### src/rtl/pll_cfg_sequencer.sv
// PLL configuration sequencer: takes decoded SPI command frames, applies
// ratio/enable changes to the PLL ring, waits for settle and lock (or a
// timeout), and optionally returns a status frame for SPI transmit.
module pll_cfg_sequencer #(
  parameter int DATA_WIDTH    = 512,
  parameter int RATIO_W       = 10,
  parameter int DEFAULT_RATIO = 6,
  parameter int SETTLE_CYC    = 16,
  parameter int LOCK_TIMEOUT  = 4096
) (
  input  logic                  clk,
  input  logic                  rst_n,
  input  logic                  frame_valid,
  input  logic [DATA_WIDTH-1:0] frame_data,
  output logic                  frame_ready,
  output logic                  pll_en,
  output logic [RATIO_W-1:0]    pll_ratio,
  output logic                  pll_valid,
  input  logic                  pll_lock,
  output logic                  rsp_valid,
  output logic [DATA_WIDTH-1:0] rsp_data,
  input  logic                  rsp_ready,
  output logic                  busy,
  output logic                  err_timeout
);

  localparam int CNT_MAX = (SETTLE_CYC > LOCK_TIMEOUT) ? SETTLE_CYC : LOCK_TIMEOUT;
  localparam int CNT_W   = (CNT_MAX > 1) ? $clog2(CNT_MAX) : 1;
  localparam logic [CNT_W-1:0] SETTLE_LAST  = CNT_W'(SETTLE_CYC - 1);
  localparam logic [CNT_W-1:0] TIMEOUT_LAST = CNT_W'(LOCK_TIMEOUT - 1);

  typedef enum logic [2:0] {
    S_IDLE,
    S_APPLY,
    S_SETTLE,
    S_WAIT_LOCK,
    S_RESP
  } state_e;

  state_e                state_q, state_d;
  logic [CNT_W-1:0]      cnt_q, cnt_d;
  logic                  rd_q, rd_d;
  logic                  pllen_q, pllen_d;
  logic                  applied_q, applied_d;
  logic                  ratio_err_q, ratio_err_d;
  logic                  err_timeout_q, err_timeout_d;
  logic                  pll_en_q, pll_en_d;
  logic [RATIO_W-1:0]    pll_ratio_q, pll_ratio_d;
  logic                  pll_valid_q, pll_valid_d;
  logic                  rsp_valid_q, rsp_valid_d;
  logic [DATA_WIDTH-1:0] rsp_data_q, rsp_data_d;
  logic                  lock_meta_q, lock_s_q;

  // Frame field decode; bits above the ratio field carry nothing for us.
  logic               f_rd, f_wr, f_pllen;
  logic [RATIO_W-1:0] f_ratio;
  logic               unused_frame_bits;

  assign f_rd    = frame_data[0];
  assign f_wr    = frame_data[1];
  assign f_pllen = frame_data[2];
  assign f_ratio = frame_data[3 +: RATIO_W];
  assign unused_frame_bits = ^frame_data[DATA_WIDTH-1:3+RATIO_W];

  // Next-state and datapath: the new PLL config and its strobe are set on the
  // transition into APPLY so the strobe coincides with the new values.
  always_comb begin
    state_d       = state_q;
    cnt_d         = cnt_q;
    rd_d          = rd_q;
    pllen_d       = pllen_q;
    applied_d     = applied_q;
    ratio_err_d   = ratio_err_q;
    err_timeout_d = err_timeout_q;
    pll_en_d      = pll_en_q;
    pll_ratio_d   = pll_ratio_q;
    pll_valid_d   = 1'b0;
    rsp_valid_d   = rsp_valid_q;
    rsp_data_d    = rsp_data_q;

    case (state_q)
      S_IDLE: begin
        if (frame_valid) begin
          rd_d      = f_rd;
          pllen_d   = f_pllen;
          applied_d = f_wr && (f_ratio != '0);
          cnt_d     = '0;
          if (f_wr && (f_ratio != '0)) begin
            state_d     = S_APPLY;
            pll_en_d    = f_pllen;
            pll_ratio_d = f_ratio;
            pll_valid_d = 1'b1;
            ratio_err_d = 1'b0;
          end else if (f_wr) begin
            // Zero ratio is illegal: flag it, keep the current config.
            ratio_err_d = 1'b1;
            state_d     = f_rd ? S_RESP : S_IDLE;
          end else if (f_rd) begin
            state_d = S_RESP;
          end
        end
      end
      S_APPLY: begin
        cnt_d = '0;
        if (pllen_q) state_d = S_SETTLE;
        else         state_d = rd_q ? S_RESP : S_IDLE;
      end
      S_SETTLE: begin
        if (cnt_q == SETTLE_LAST) begin
          cnt_d   = '0;
          state_d = S_WAIT_LOCK;
        end else if (cnt_q != '1) begin
          cnt_d = cnt_q + 1'b1;
        end
      end
      S_WAIT_LOCK: begin
        // Lock is checked first so it wins over a coincident timeout.
        if (lock_s_q) begin
          err_timeout_d = 1'b0;
          state_d       = rd_q ? S_RESP : S_IDLE;
        end else if (cnt_q == TIMEOUT_LAST) begin
          err_timeout_d = 1'b1;
          state_d       = rd_q ? S_RESP : S_IDLE;
        end else if (cnt_q != '1) begin
          cnt_d = cnt_q + 1'b1;
        end
      end
      S_RESP: begin
        if (rsp_ready) begin
          rsp_valid_d = 1'b0;
          state_d     = S_IDLE;
        end
      end
      default: state_d = S_IDLE;
    endcase

    // Status is snapshotted on entry to RESP using the post-update flags.
    if (state_d == S_RESP && state_q != S_RESP) begin
      rsp_valid_d                = 1'b1;
      rsp_data_d                 = '0;
      rsp_data_d[0]              = 1'b1;
      rsp_data_d[1]              = applied_d;
      rsp_data_d[2]              = pll_en_d;
      rsp_data_d[3 +: RATIO_W]   = pll_ratio_d;
      rsp_data_d[3+RATIO_W]      = lock_s_q;
      rsp_data_d[4+RATIO_W]      = err_timeout_d;
      rsp_data_d[5+RATIO_W]      = ratio_err_d;
    end
  end

  // State, config and response registers plus the 2-FF lock synchroniser.
  always_ff @(posedge clk or negedge rst_n) begin
    if (!rst_n) begin
      state_q       <= S_IDLE;
      cnt_q         <= '0;
      rd_q          <= 1'b0;
      pllen_q       <= 1'b0;
      applied_q     <= 1'b0;
      ratio_err_q   <= 1'b0;
      err_timeout_q <= 1'b0;
      pll_en_q      <= 1'b0;
      pll_ratio_q   <= RATIO_W'(DEFAULT_RATIO);
      pll_valid_q   <= 1'b0;
      rsp_valid_q   <= 1'b0;
      rsp_data_q    <= '0;
      lock_meta_q   <= 1'b0;
      lock_s_q      <= 1'b0;
    end else begin
      state_q       <= state_d;
      cnt_q         <= cnt_d;
      rd_q          <= rd_d;
      pllen_q       <= pllen_d;
      applied_q     <= applied_d;
      ratio_err_q   <= ratio_err_d;
      err_timeout_q <= err_timeout_d;
      pll_en_q      <= pll_en_d;
      pll_ratio_q   <= pll_ratio_d;
      pll_valid_q   <= pll_valid_d;
      rsp_valid_q   <= rsp_valid_d;
      rsp_data_q    <= rsp_data_d;
      lock_meta_q   <= pll_lock;
      lock_s_q      <= lock_meta_q;
    end
  end

  assign frame_ready = (state_q == S_IDLE);
  assign busy        = (state_q != S_IDLE);
  assign pll_en      = pll_en_q;
  assign pll_ratio   = pll_ratio_q;
  assign pll_valid   = pll_valid_q;
  assign rsp_valid   = rsp_valid_q;
  assign rsp_data    = rsp_data_q;
  assign err_timeout = err_timeout_q;

endmodule

### config.mk
export PLATFORM = sky130hd
export DESIGN_NAME = pll_cfg_sequencer
export DESIGN_NICKNAME = d
export VERILOG_FILES = /design/src/rtl/pll_cfg_sequencer.sv
export SDC_FILE = /design/constraint.sdc
export NUM_CORES = 1
export LEC_CHECK = 0
export BUFFER_PORTS_ARGS = -buffer_cell sky130_fd_sc_hd__buf_2
export CORE_AREA = 2 2 405 407
export DETAILED_ROUTE_END_ITERATION = 7
export DIE_AREA = 0 0 407 409
export PLACE_DENSITY = 0.3
export SYNTH_ARGS = -nofsm -noshare
export SYNTH_HDL_FRONTEND = slang
export SYNTH_SLANG_ARGS = --single-unit
### constraint.sdc
create_clock -name clk -period 2.5 [get_ports clk]
set_clock_uncertainty 0.15 [all_clocks]
set_input_delay 0.25 -clock clk [delete_from_list [all_inputs] [get_ports clk]]
set_output_delay 0.25 -clock clk [all_outputs]
set_load 0.05 [all_outputs]
# After elaboration in Yosys (flattened, before gate mapping)
# Index checks and enable logic that the tools add are counted.
# Widths: inputs -> output; s select.
[totals]
reg_bits = 51
in_bits = 517
output_inout_bits = 528
elab_cells = 77
[classes]
addsub = 1
eq_ne = 12
n_mux = 39
reduce_logical = 11
[op_table]
columns = ["operator", "n"]
rows = [
  ["$mux 12", 5],
  ["$pmux 12 s4", 1],
  ["$mux 3", 11],
  ["$mux 10", 3],
  ["$mux 1", 18],
  ["$pmux 3 s5", 1],
  ["$add 12x1->12 const B", 1],
  ["$eq 12x12->1 const B", 1],
  ["$eq 12x4->1 const B", 1],
  ["$ne 12x12->1 const B", 1],
  ["$reduce_bool 10->1", 1],
  ["$eq 3x2->1 const B", 2],
  ["$eq 3x3->1 const B", 2],
  ["$ne 2x2->1 const B", 3],
  ["$reduce_and 2->1", 2],
  ["$reduce_and 4->1", 1],
  ["$reduce_bool 2->1", 2],
  ["$reduce_bool 4->1", 1],
  ["$eq 3x1->1 const B", 1],
  ["$logic_not 3->1", 1],
  ["$ne 3x3->1 const B", 1],
  ["$reduce_bool 3->1", 1],
  ["$logic_and 1x1->1", 2],
]

# Depth between registers and ports, before layout
# Gate-level depths: netlist of run 1.
[depth]
depth_word = 9
mapped_depth = 7
depth_no_buf = 6

# Least setup slack after synthesis of run 1
# OpenSTA, ideal clock, no wires.
[synth_path]
path_type = "register -> register"
start = "reg state_q[1]"
end = "reg rsp_data_q[1] (netlist: rsp_data[1])"
setup_ns = 0.125
arrival_time_ns = 2.176
required_time_ns = 2.225
setup_slack_ns = 0.050
path_stages_with_launch = 8
n_path_buf = 1
period_less_slack_ns = 2.450
path_cell_list = "dfrtp_1 > clkbuf_1 > or3_1 > inv_1 > nand2_1 > nand2_1 > nand2_1 > mux2_2"
[synth_via]
elab_cells_between_ends = 18
cone_classes = "eq/ne: 6; mux: 10; reduce/logical: 2"
[synth_lines]
columns = ["element", "line_no", "source"]
rows = [
  ["start: declaration", "40", "state_e state_q, state_d;"],
  ["start signal: assignment", "169", "state_q <= state_d;"],
  ["$logic_not 3->1", "-", ""],
  ["net frame_ready", "15", "output logic frame_ready,"],
  ["$mux 1", "81", "case (state_q)"],
  ["net applied_d", "44", "logic applied_q, applied_d;"],
  ["end signal: assignment", "180", "rsp_data_q <= rsp_data_d;"],
  ["end: declaration", "51", "logic [DATA_WIDTH-1:0] rsp_data_q, rsp_data_d;"],
]
# The timed path passes the listed nets, and every way through them passes these cells.
# A chain may end at the register's enable or synchronous reset.

# Worst setup path in the final report of run 1
[layout_path]
start = "reg cnt_q[0]"
end = "reg rsp_data_q[6] (netlist: rsp_data[6])"
[layout_via]
elab_chain_cells = 6
elab_cells_between_ends = 8
cone_classes = "eq/ne: 3; mux: 4; reduce/logical: 1"
[layout_lines]
columns = ["element", "line_no", "source"]
rows = [
  ["start: declaration", "41", "logic [CNT_W-1:0] cnt_q, cnt_d;"],
  ["start signal: assignment", "170", "cnt_q <= cnt_d;"],
  ["$eq 12x12->1", "121", "end else if (cnt_q == TIMEOUT_LAST) begin"],
  ["$mux 3", "121", ""],
  ["$mux 3", "118", "if (lock_s_q) begin"],
  ["$pmux 3 s5 *", "81", ""],
  ["net state_d[2]", "40", ""],
  ["$eq 3x3->1 *", "138", "if (state_d == S_RESP && state_q != S_RESP) begin"],
  ["$logic_and 1x1->1 *", "138", ""],
]
# Mark *: on every way through the listed nets, which the timed path passes. The rest lies on a longest branch.

==> metrics, run 1 <==
Int Power=around 0.0022 W; post-synth cell types=45; drc violations=0; syn_area_per_cell=8.80 um^2; Die X=approximately 410 um; clk buf depth=2; CTS root buf=clkbuf_16; HP Start=frame_data[2]; CTS buffer count=5; gp weighted congestion=0.615; total negative slack=0 ns; die area=0.166 mm^2; Tightest Hold Check Type=input pin to register; Setup violations, final=0; asr flop ratio synth=100%; share of cells above drive strength 1=14.0%; critical path arrival=about 2.3 ns; power share of the clock group=around an eighth; most common cell after layout, fill and taps aside=conb_1; maximum number of pins on one net before global-route repair=52; Max rail drop VDD=0.511 mV; worst-path maximum fanout=17; nets=1,268; Startpoint Class=register; Tmin final=2.25 ns; Starting Density=under 10%; final-report hold violation count=0; CP Launch Point=cnt_q[0]$_DFFE_PN0P_; transition time of the tightest slew-check pin=slightly below 0.7 ns; Pre-Repair DR Iteration Count=4; first-pass GRT wire length=12.2 mm; pwr/cell area=779 mW/mm^2; sequential cell area=0.00128 mm^2; Synth Cell Area=0.00604 mm^2; yosys warns=0; Seq/Total Area, Yosys=21.2%; DR vias=3,014; Seq cells post-synth=51; relative slew slack=54.9%; vias in the first global route=2,137; Final Non-Filler Cells=2,926; Antenna Nets Post-Route=0; initial antenna violation count=4; Post-synth EDFFs=0; IO Count=1,045; fin. max-slew vios=0; RSZ-0062 raised after global routing=false; drt wl/cell=3.24 um; ant diodes=0; Worst R2R End=rsp_data[6]$_DFFE_PN0P_; nature of the critical path endpoint=register; synthesized netlist cell count=~690; CTS Hold Bufs=2; Reg2Reg Launch Point=cnt_q[0]$_DFFE_PN0P_; Hold Path Cell Cnt=3; Area Growth Syn to Fin=22.3%; CTS Sinks=51; CTS resizes=0; worst r2r path cells=8; Total Power=0.00576 W; buffers added on ports=49; number of H-tree levels=2; commonest cells after routing, fill and taps aside=496 x conb_1, 49 x dfrtp_1, 49 x buf_2; critical path class=register to register; Setup Buffers After CTS=0; Core ar.=0.162 mm^2; R2R setup slack=0.25 ns; worst skew pair latency=between 0.2 and 0.3 ns; switch share=between 60 and 70%; CTS tree=done; vias per inst=between 1 and 1.5; Die Ht=409 um; GRT Util Overall=0.913%; main flop type after synthesis=dfrtp_1; dpl cells=between 2k and 3k; Rows=148; Max Freq=444 MHz; area of the multi-input gates=0.00284 mm^2; crit share post-route=approximately 90%; max cap viols=0; DP HPWL=between 7 and 8 mm; NetSw=0.00358 W; leakage=around 3 nW; Iter 0 DRT Violations=43; Required @ worst endpoint=between 2 and 3 ns; CP endpoint=rsp_data[6]$_DFFE_PN0P_; Overflow after GRT=0; final wirelength=9.48 mm; status=completed; Logic pwr share=65.2%; Seq pwr share=22.3%; CTS clk-pin slew, worst paths=about 0.080 ns; Layout fillers=19.2k
## kinds of logic after synthesis
kind of cell | after synthesis | synth area share [%]
flip-flops | 51 | 21.2
multiplexers | 27 | 5.51
AO/OA/AOI/OAI | 24 | 2.96
adder cells (fa/ha/maj) | 1 | 0.207
other | 1 | 0.0621
AND/OR/NAND/NOR | 70 | 6.67
XOR/XNOR | 6 | 0.870
buffers and inverters | 507 | 62.6
## state kept, by name, summed over array words and instances (netlist names), 3 cells and up
| register | cells |
|---|---|
| pll_ratio | 10 |
| cnt_q | 12 |
| state_q | 3 |
| rsp_data | 16 |
## per-stage QoR
stage	instance area [um^2]	utilization [%]	setup slack, ns	hold WS [ns]
floorplan	7900	-	0.0497	-0.196
global placement	7220	4.46	0.249	0.200
detailed placement	7220	4.46	0.232	0.208
CTS	7390	4.56	0.222	0.00783
global route	7390	4.56	0.139	0.0393
finish	7390	4.56	0.245	0.0232
## cell type report
cell class                 count  share of cell area [%]
multi-input combinational    624                    38.4
tap                         2175                    36.8
sequential                    51                    17.3
timing repair buffer          64                    5.25
clock buffer                   5                    1.69
clock inverter                 3                   0.305
inverter                       4                   0.203
## metal layers
| layer | wire [um] | up-vias | global-route usage (%) |
|---|---|---|---|
| li1 | - | 1306 | - |
| met1 | 3040 | 1327 | 0.984 |
| met2 | 4670 | 362 | 1.65 |
| met3 | 1640 | 15 | 0.368 |
| met4 | 100 | 4 | 0.211 |
| met5 | 31 | - | 0 |
## how the worst min path moves through the flow
stage	to	slack, ns
2_1_floorplan	applied_q$_DFF_PN0_	-0.20
3_3_place_gp	lock_s_q$_DFF_PN0_	0.20
3_5_place_dp	lock_s_q$_DFF_PN0_	0.21
4_1_cts	pllen_q$_DFFE_PN0P_	0.008
5_1_grt	pllen_q$_DFFE_PN0P_	0.04
6_report	pllen_q$_DFFE_PN0P_	0.02
## power groups by stage
stage,Sequential [W],Clock [W],Combinational [W]
5_1_grt,0.00134,0.000785,0.00395
3_5_place_dp,0.00130,0,0.00377
6_report,0.00129,0.000717,0.00375
4_1_cts,0.00130,0.000755,0.00378
2_1_floorplan,0.00206,0,0.00302
3_3_place_gp,0.00131,0,0.00378
## synthesized netlist by cell type (4+ instances only)
cell type	n	area share, %
buf_4	498	62
nor2_1	12	0.75
xor2_1	6	0.87
mux2_4	8	2.0
a21oi_1	8	0.66
nand4_1	5	0.52
dfrtp_1	49	20
mux2_2	18	3.4
inv_1	4	0.25
o21ai_0	4	0.33
nand2_1	20	1.2
nand3_1	6	0.50
## worst max-delay path, cell delays in order, from the launching register on
cell	delay (ns)
dfrtp_1	0.41
ha_1	0.23
and4_1	0.24
a31oi_1	0.20
buf_4	0.16
o221ai_2	0.12
nand3b_4	0.11
buf_12	0.17
mux2_2	0.34
No activity file was read; power rests on OpenSTA's default activity.
==> run 2, diff against run 1 <==
BUFFER_PORTS_ARGS = -buffer_cell sky130_fd_sc_hd__buf_4   (was -buffer_cell sky130_fd_sc_hd__buf_2)
CORE_AREA = 2 2 404 406   (was 2 2 405 407)
DIE_AREA = 0 0 406 408   (was 0 0 407 409)
clock period = 2 ns   (was 2.5 ns; I/O delays follow)
==> metrics, run 2 (synthesized netlist as in run 1, its figures left out) <==
Max rail drop VDD=0.966 mV (+89%); Overflow after GRT=0 (unchanged); RSZ-0062 raised after global routing=true; Tmin final=2.01 ns (-0.241 ns); GRT Util Overall=0.995% (+0.082 points); nets=1,306 (+3.0%); share of cells above drive strength 1=19.5% (+5.5 points); Core ar.=0.162 mm^2 (-0.23%); Pre-Repair DR Iteration Count=4 (unchanged); CTS buffer count=5 (unchanged); CTS tree=done; slowest stage delay, CP=0.43 ns (+0.02 ns); Tightest Hold Check Type=input pin to register; transition time of the tightest slew-check pin=0.686 ns (+0.00858 ns); worst skew pair latency=0.30 ns (about the same); CTS root buf=clkbuf_16; nature of the critical path endpoint=register; leakage=3.29 nW (+9.2%); final wirelength=9.95 mm (+4.9%); Antenna Nets Post-Route=0 (unchanged); Worst Slack Setup Final=-0.0134 ns (-0.259 ns); ant diodes=0 (unchanged); Area Growth Syn to Fin=31.5%; Largest register FFs=16 (unchanged); crit share post-route=101% (+10 points); final core occ=4.92% (+0.35 points); DP HPWL=8.16 mm (+4.5%); Max Freq=497 MHz (+12%); Startpoint Class=register; Final Non-Filler Cells=2,964 (+1.3%); Total Power=0.00779 W (+35%); Iter 0 DRT Violations=51 (+19%); first-pass GRT wire length=13.2 mm (+8.3%); maximum number of pins on one net before global-route repair=52 (unchanged); vias in the first global route=2,316 (+8.4%); vias per inst=1.07 (+4.0%); Layout fillers=19.1k (-0.36%); Crit path max-delay family=multiplexers; DR vias=3,176 (+5.4%); Die Ht=408 um (-0.24%); final-report hold violation count=0 (unchanged); initial antenna violation count=0 (-4); fin. max-slew vios=0 (unchanged); dpl cells=2,944 (+0.96%); Setup violations, final=15 (+15); critical path class=register to register; CTS Sinks=51 (unchanged); buffer and inverter count on the worst path=2 (unchanged); worst-path maximum fanout=7 (-10); Rows=148 (unchanged); Starting Density=3.74% (+0.0085 points); drt wl/cell=3.36 um (+3.6%); pwr/cell area=980 mW/mm^2 (+26%); most common cell after layout, fill and taps aside=conb_1; number of H-tree levels=2 (unchanged); drc violations=0 (unchanged); most frequent CP cell=mux2_4; CP Cell Sequence=nor4b_4 > buf_4 > nand3_4 > buf_8 > mux2_4 > mux2_4; die area=0.166 mm^2 (-0.49%); relative slew slack=54.3% (-0.57 points); Required @ worst endpoint=2.03 ns (-0.50 ns); clk buf depth=2 (unchanged); commonest cells after routing, fill and taps aside=496 x conb_1, 89 x buf_4, 49 x dfrtp_1; buffers added on ports=49 (unchanged); CP max-delay cell=dfrtp_1; Die X=406 um (-0.25%); max cap viols=0 (unchanged); CTS clk-pin slew, worst paths=0.08 ns (about the same); status=finished with violations; IO Count=1,045 (unchanged); gp weighted congestion=0.624 (+1.4%); critical path arrival=2.05 ns (-0.24 ns); failing checks=setup timing
[run 2: cell count changes in the layout (fill, tap and decap cells not counted), moves of 5 or more]
| cell | delta |
|---|---|
| buf_2 | -49 |
| mux2_2 | -8 |
| buf_6 | +5 |
| buf_4 | +78 |
| mux2_4 | +8 |
[run 2: cell type report]
cell class | instances | area, um^2 | area share, %
Inverter | 4 | 18.8 | 0.236
Clock inverter | 2 | 16.3 | 0.205
Clock buffer | 6 | 129 | 1.62
Tap cell | 2175 | 2720 | 34.2
Sequential cell | 51 | 1280 | 16.1
Timing Repair Buffer | 102 | 835 | 10.5
Multi-Input combinational cell | 624 | 2950 | 37.1
[run 2: repair_timing]
action	CTS	global route
pin swaps	6	10
gates resized for setup	7	24
setup buffers	3	6
endpoints found under the hold margin	52	0
endpoints found under the setup margin	18	29
hold buffers	4	0
[run 2: worst paths after layout]
check / start / endpoint / slack (ns) / cells after the start
max: state_q[0]$_DFF_PN0_ / rsp_data[12]$_DFFE_PN0P_ / -0.01 / 6
min: frame_data[8] / pll_ratio[5]$_DFF_PN0_ / 0.01 / 2
max reg2reg: state_q[0]$_DFF_PN0_ / rsp_data[12]$_DFFE_PN0P_ / -0.01 / 6
min reg2reg: lock_meta_q$_DFF_PN0_ / lock_s_q$_DFF_PN0_ / 0.20 / 0
max in group asynchronous: rst_n / state_q[2]$_DFF_PN0_ / 0.91 / 2
min in group asynchronous: rst_n / pll_en$_DFF_PN0_ / 0.34 / 2
[run 2: metrics by stage]
stage | setup WS [ns] | hold WS, ns | TNS [ns] | instance area (um^2)
detailed placement | -0.107 | 0.157 | -1.41 | 7570
global placement | -0.131 | 0.163 | -1.94 | 7570
CTS | -0.0586 | 0.00859 | -0.767 | 7810
global route | -0.102 | 0.00601 | -1.29 | 7950
floorplan | -0.0348 | -0.246 | -0.190 | 7930
finish | -0.0134 | 0.0121 | -0.111 | 7950
[run 2: power by group]
part           switching (W)  leakage, nW  internal, W
combinational        0.00394         2.59      0.00132
clock               0.000427       0.0675     0.000471
sequential          0.000221        0.634      0.00141
total                0.00459         3.29      0.00320
[run 2: layer usage]
layer	share of wire (%)	up-vias	global-route usage, %	routed length (um)
met5	0	-	0	0
met4	0.76	0	0.288	76
met3	17	5	0.396	1710
met2	48	362	1.75	4780
met1	34	1431	1.09	3380
li1	-	1378	-	-
[run 2: worst register-to-register path, cell delays in order (launching register included)]
cell and delay (ns):
dfrtp_1 0.43, nor4b_4 0.35, buf_4 0.18, nand3_4 0.07
buf_8 0.15, mux2_4 0.31, mux2_4 0.27
==> run 3, diff against run 2 <==
RECOVER_POWER = 50   (was unset)
==> metrics, run 3 (synthesized netlist as in run 1, its figures left out) <==
Design Area, Final=0.00792 mm^2 (-0.31%); DR vias=3,175 (-0.031%); relative slew slack=9.77% (-45 points); Largest register FFs=16 (unchanged); max cap viols=0 (unchanged); pwr/cell area=977 mW/mm^2 (-0.35%); Area Growth Syn to Fin=31.1%; Die X=406 um (unchanged); leakage=3.26 nW (-0.71%); DP HPWL=8.16 mm (unchanged); Total Power=0.00774 W (-0.67%); Int Power=0.00315 W (-1.5%); gp weighted congestion=0.624 (unchanged); most common cell after layout, fill and taps aside=conb_1; critical path class=register to register; failing checks=setup timing; most frequent CP cell=mux2_4; IO Count=1,045 (unchanged); Rows=148 (unchanged); first-pass GRT wire length=13.2 mm (unchanged); die area=0.166 mm^2 (unchanged); CTS Sinks=51 (unchanged); Iter 0 DRT Violations=47 (-7.8%); number of H-tree levels=2 (unchanged); Pre-Repair DR Iteration Count=4 (unchanged); drt wl/cell=3.35 um (-0.10%); vias per inst=1.07 (about the same); Tightest Hold Check Type=input pin to register; Max rail drop VDD=0.966 mV (about the same); crit share post-route=101% (about the same); post-place setup slack=-0.107 ns (unchanged); Placed Area=0.00757 mm^2 (unchanged); Core ar.=0.162 mm^2 (unchanged); RSZ-0062 raised after global routing=true; Logic pwr share=67.4% (-0.2 points); worst-path maximum fanout=7 (unchanged); CTS tree=done; CP Cell Sequence=nor4b_4 > buf_4 > nand3_4 > buf_8 > mux2_4 > mux2_4; buffer and inverter count on the worst path=2 (unchanged); Startpoint Class=register; ant diodes=0 (unchanged); NetSw=0.00459 W (about the same); Antenna Nets Post-Route=0 (unchanged); nature of the critical path endpoint=register; dpl cells=2,944 (unchanged); commonest cells after routing, fill and taps aside=496 x conb_1, 81 x buf_4, 49 x dfrtp_1; CTS clk-pin slew, worst paths=0.08 ns (about the same); maximum number of pins on one net before global-route repair=52 (unchanged); share of cells above drive strength 1=18.8% (-0.76 points); clk buf depth=2 (unchanged); Crit path max-delay family=multiplexers; Setup violations, final=15 (unchanged); final-report hold violation count=0 (unchanged); Die Ht=408 um (unchanged); final wirelength=9.94 mm (-0.10%); Seq pwr share=21.0% (about the same); Worst Slack Setup Final=-0.0133 ns (+0.0000296 ns); Required @ worst endpoint=2.03 ns (about the same); GRT Util Overall=0.995% (unchanged); CP max-delay cell=dfrtp_1; total negative slack=-0.107 ns (+0.00367 ns); fin. max-slew vios=0 (unchanged); Final Non-Filler Cells=2,964 (unchanged); vias in the first global route=2,316 (unchanged); transition time of the tightest slew-check pin=1.35 ns (+0.668 ns); CTS buffer count=5 (unchanged); status=finished with violations; drc violations=0 (unchanged); nets=1,306 (unchanged); worst skew pair latency=0.30 ns (about the same); Starting Density=3.74% (unchanged); switch share=59.2% (+0.36 points); Max Freq=497 MHz (about the same); critical path arrival=2.05 ns (about the same); Overflow after GRT=0 (unchanged); buffers added on ports=49 (unchanged); power share of the clock group=11.6% (about the same); CTS root buf=clkbuf_16; initial antenna violation count=0 (unchanged); Tmin final=2.01 ns (-0.0000296 ns); slowest stage delay, CP=0.43 ns (about the same); Layout fillers=19.2k (+0.021%)
==> run 3: cell count changes in the layout (fill, tap and decap cells not counted), sizes merged <==
cell    previous run  this run
buf               98        90
clkbuf             6        14
==> run 3: path summary, 6_finish.rpt <==
path	from	end	slack, ns	cells after the start
worst max register to register	state_q[0]$_DFF_PN0_	rsp_data[12]$_DFFE_PN0P_	-0.01	6
min in group asynchronous	rst_n	pll_en$_DFF_PN0_	0.60	2
worst min register to register	lock_meta_q$_DFF_PN0_	lock_s_q$_DFF_PN0_	0.20	0
max in group asynchronous	rst_n	state_q[2]$_DFF_PN0_	0.31	2
worst max-delay path	state_q[0]$_DFF_PN0_	rsp_data[12]$_DFFE_PN0P_	-0.01	6
worst min-delay path	frame_data[8]	pll_ratio[5]$_DFF_PN0_	0.01	2
==> run 3: stage by stage <==
step / util [%] / hold slack, ns
floorplan: - / -0.246
global placement: 4.69 / 0.163
detailed placement: 4.69 / 0.157
CTS: 4.83 / 0.00859
global route: 4.90 / 0.00601
finish: 4.90 / 0.0121
==> run 3: power groups by stage <==
stage | Sequential [W] | Combinational (W) | Clock, W
CTS | 0.00163 | 0.00510 | 0.000944
global route | 0.00169 | 0.00548 | 0.000983
global placement | 0.00165 | 0.00505 | 0
floorplan | 0.00258 | 0.00382 | 0
finish | 0.00163 | 0.00522 | 0.000898
detailed placement | 0.00163 | 0.00503 | 0
==> run 3: what timing repair did <==
action                     in CTS  in global routing
pin swaps                       6                 10
setup endpoints to repair      18                 29
gates resized for setup         7                 24
setup buffers                   3                  6
hold endpoints to repair       52                  0
hold buffers                    4                  0
==> run 3: final cells by class <==
type | count | area (um^2) | share of cell area, %
Inverter | 4 | 18.8 | 0.237
Clock buffer | 6 | 129 | 1.63
Timing Repair Buffer | 102 | 810 | 10.2
Sequential cell | 51 | 1280 | 16.1
Tap cell | 2175 | 2720 | 34.3
Multi-Input combinational cell | 624 | 2950 | 37.2
Clock inverter | 2 | 16.3 | 0.205
==> run 3: metal layers <==
metal | vias up | GRT usage (%) | wire length, um
met4 | 0 | 0.288 | 76
li1 | 1378 | - | -
met2 | 362 | 1.75 | 4780
met5 | - | 0 | 0
met1 | 1430 | 1.09 | 3380
met3 | 5 | 0.396 | 1700
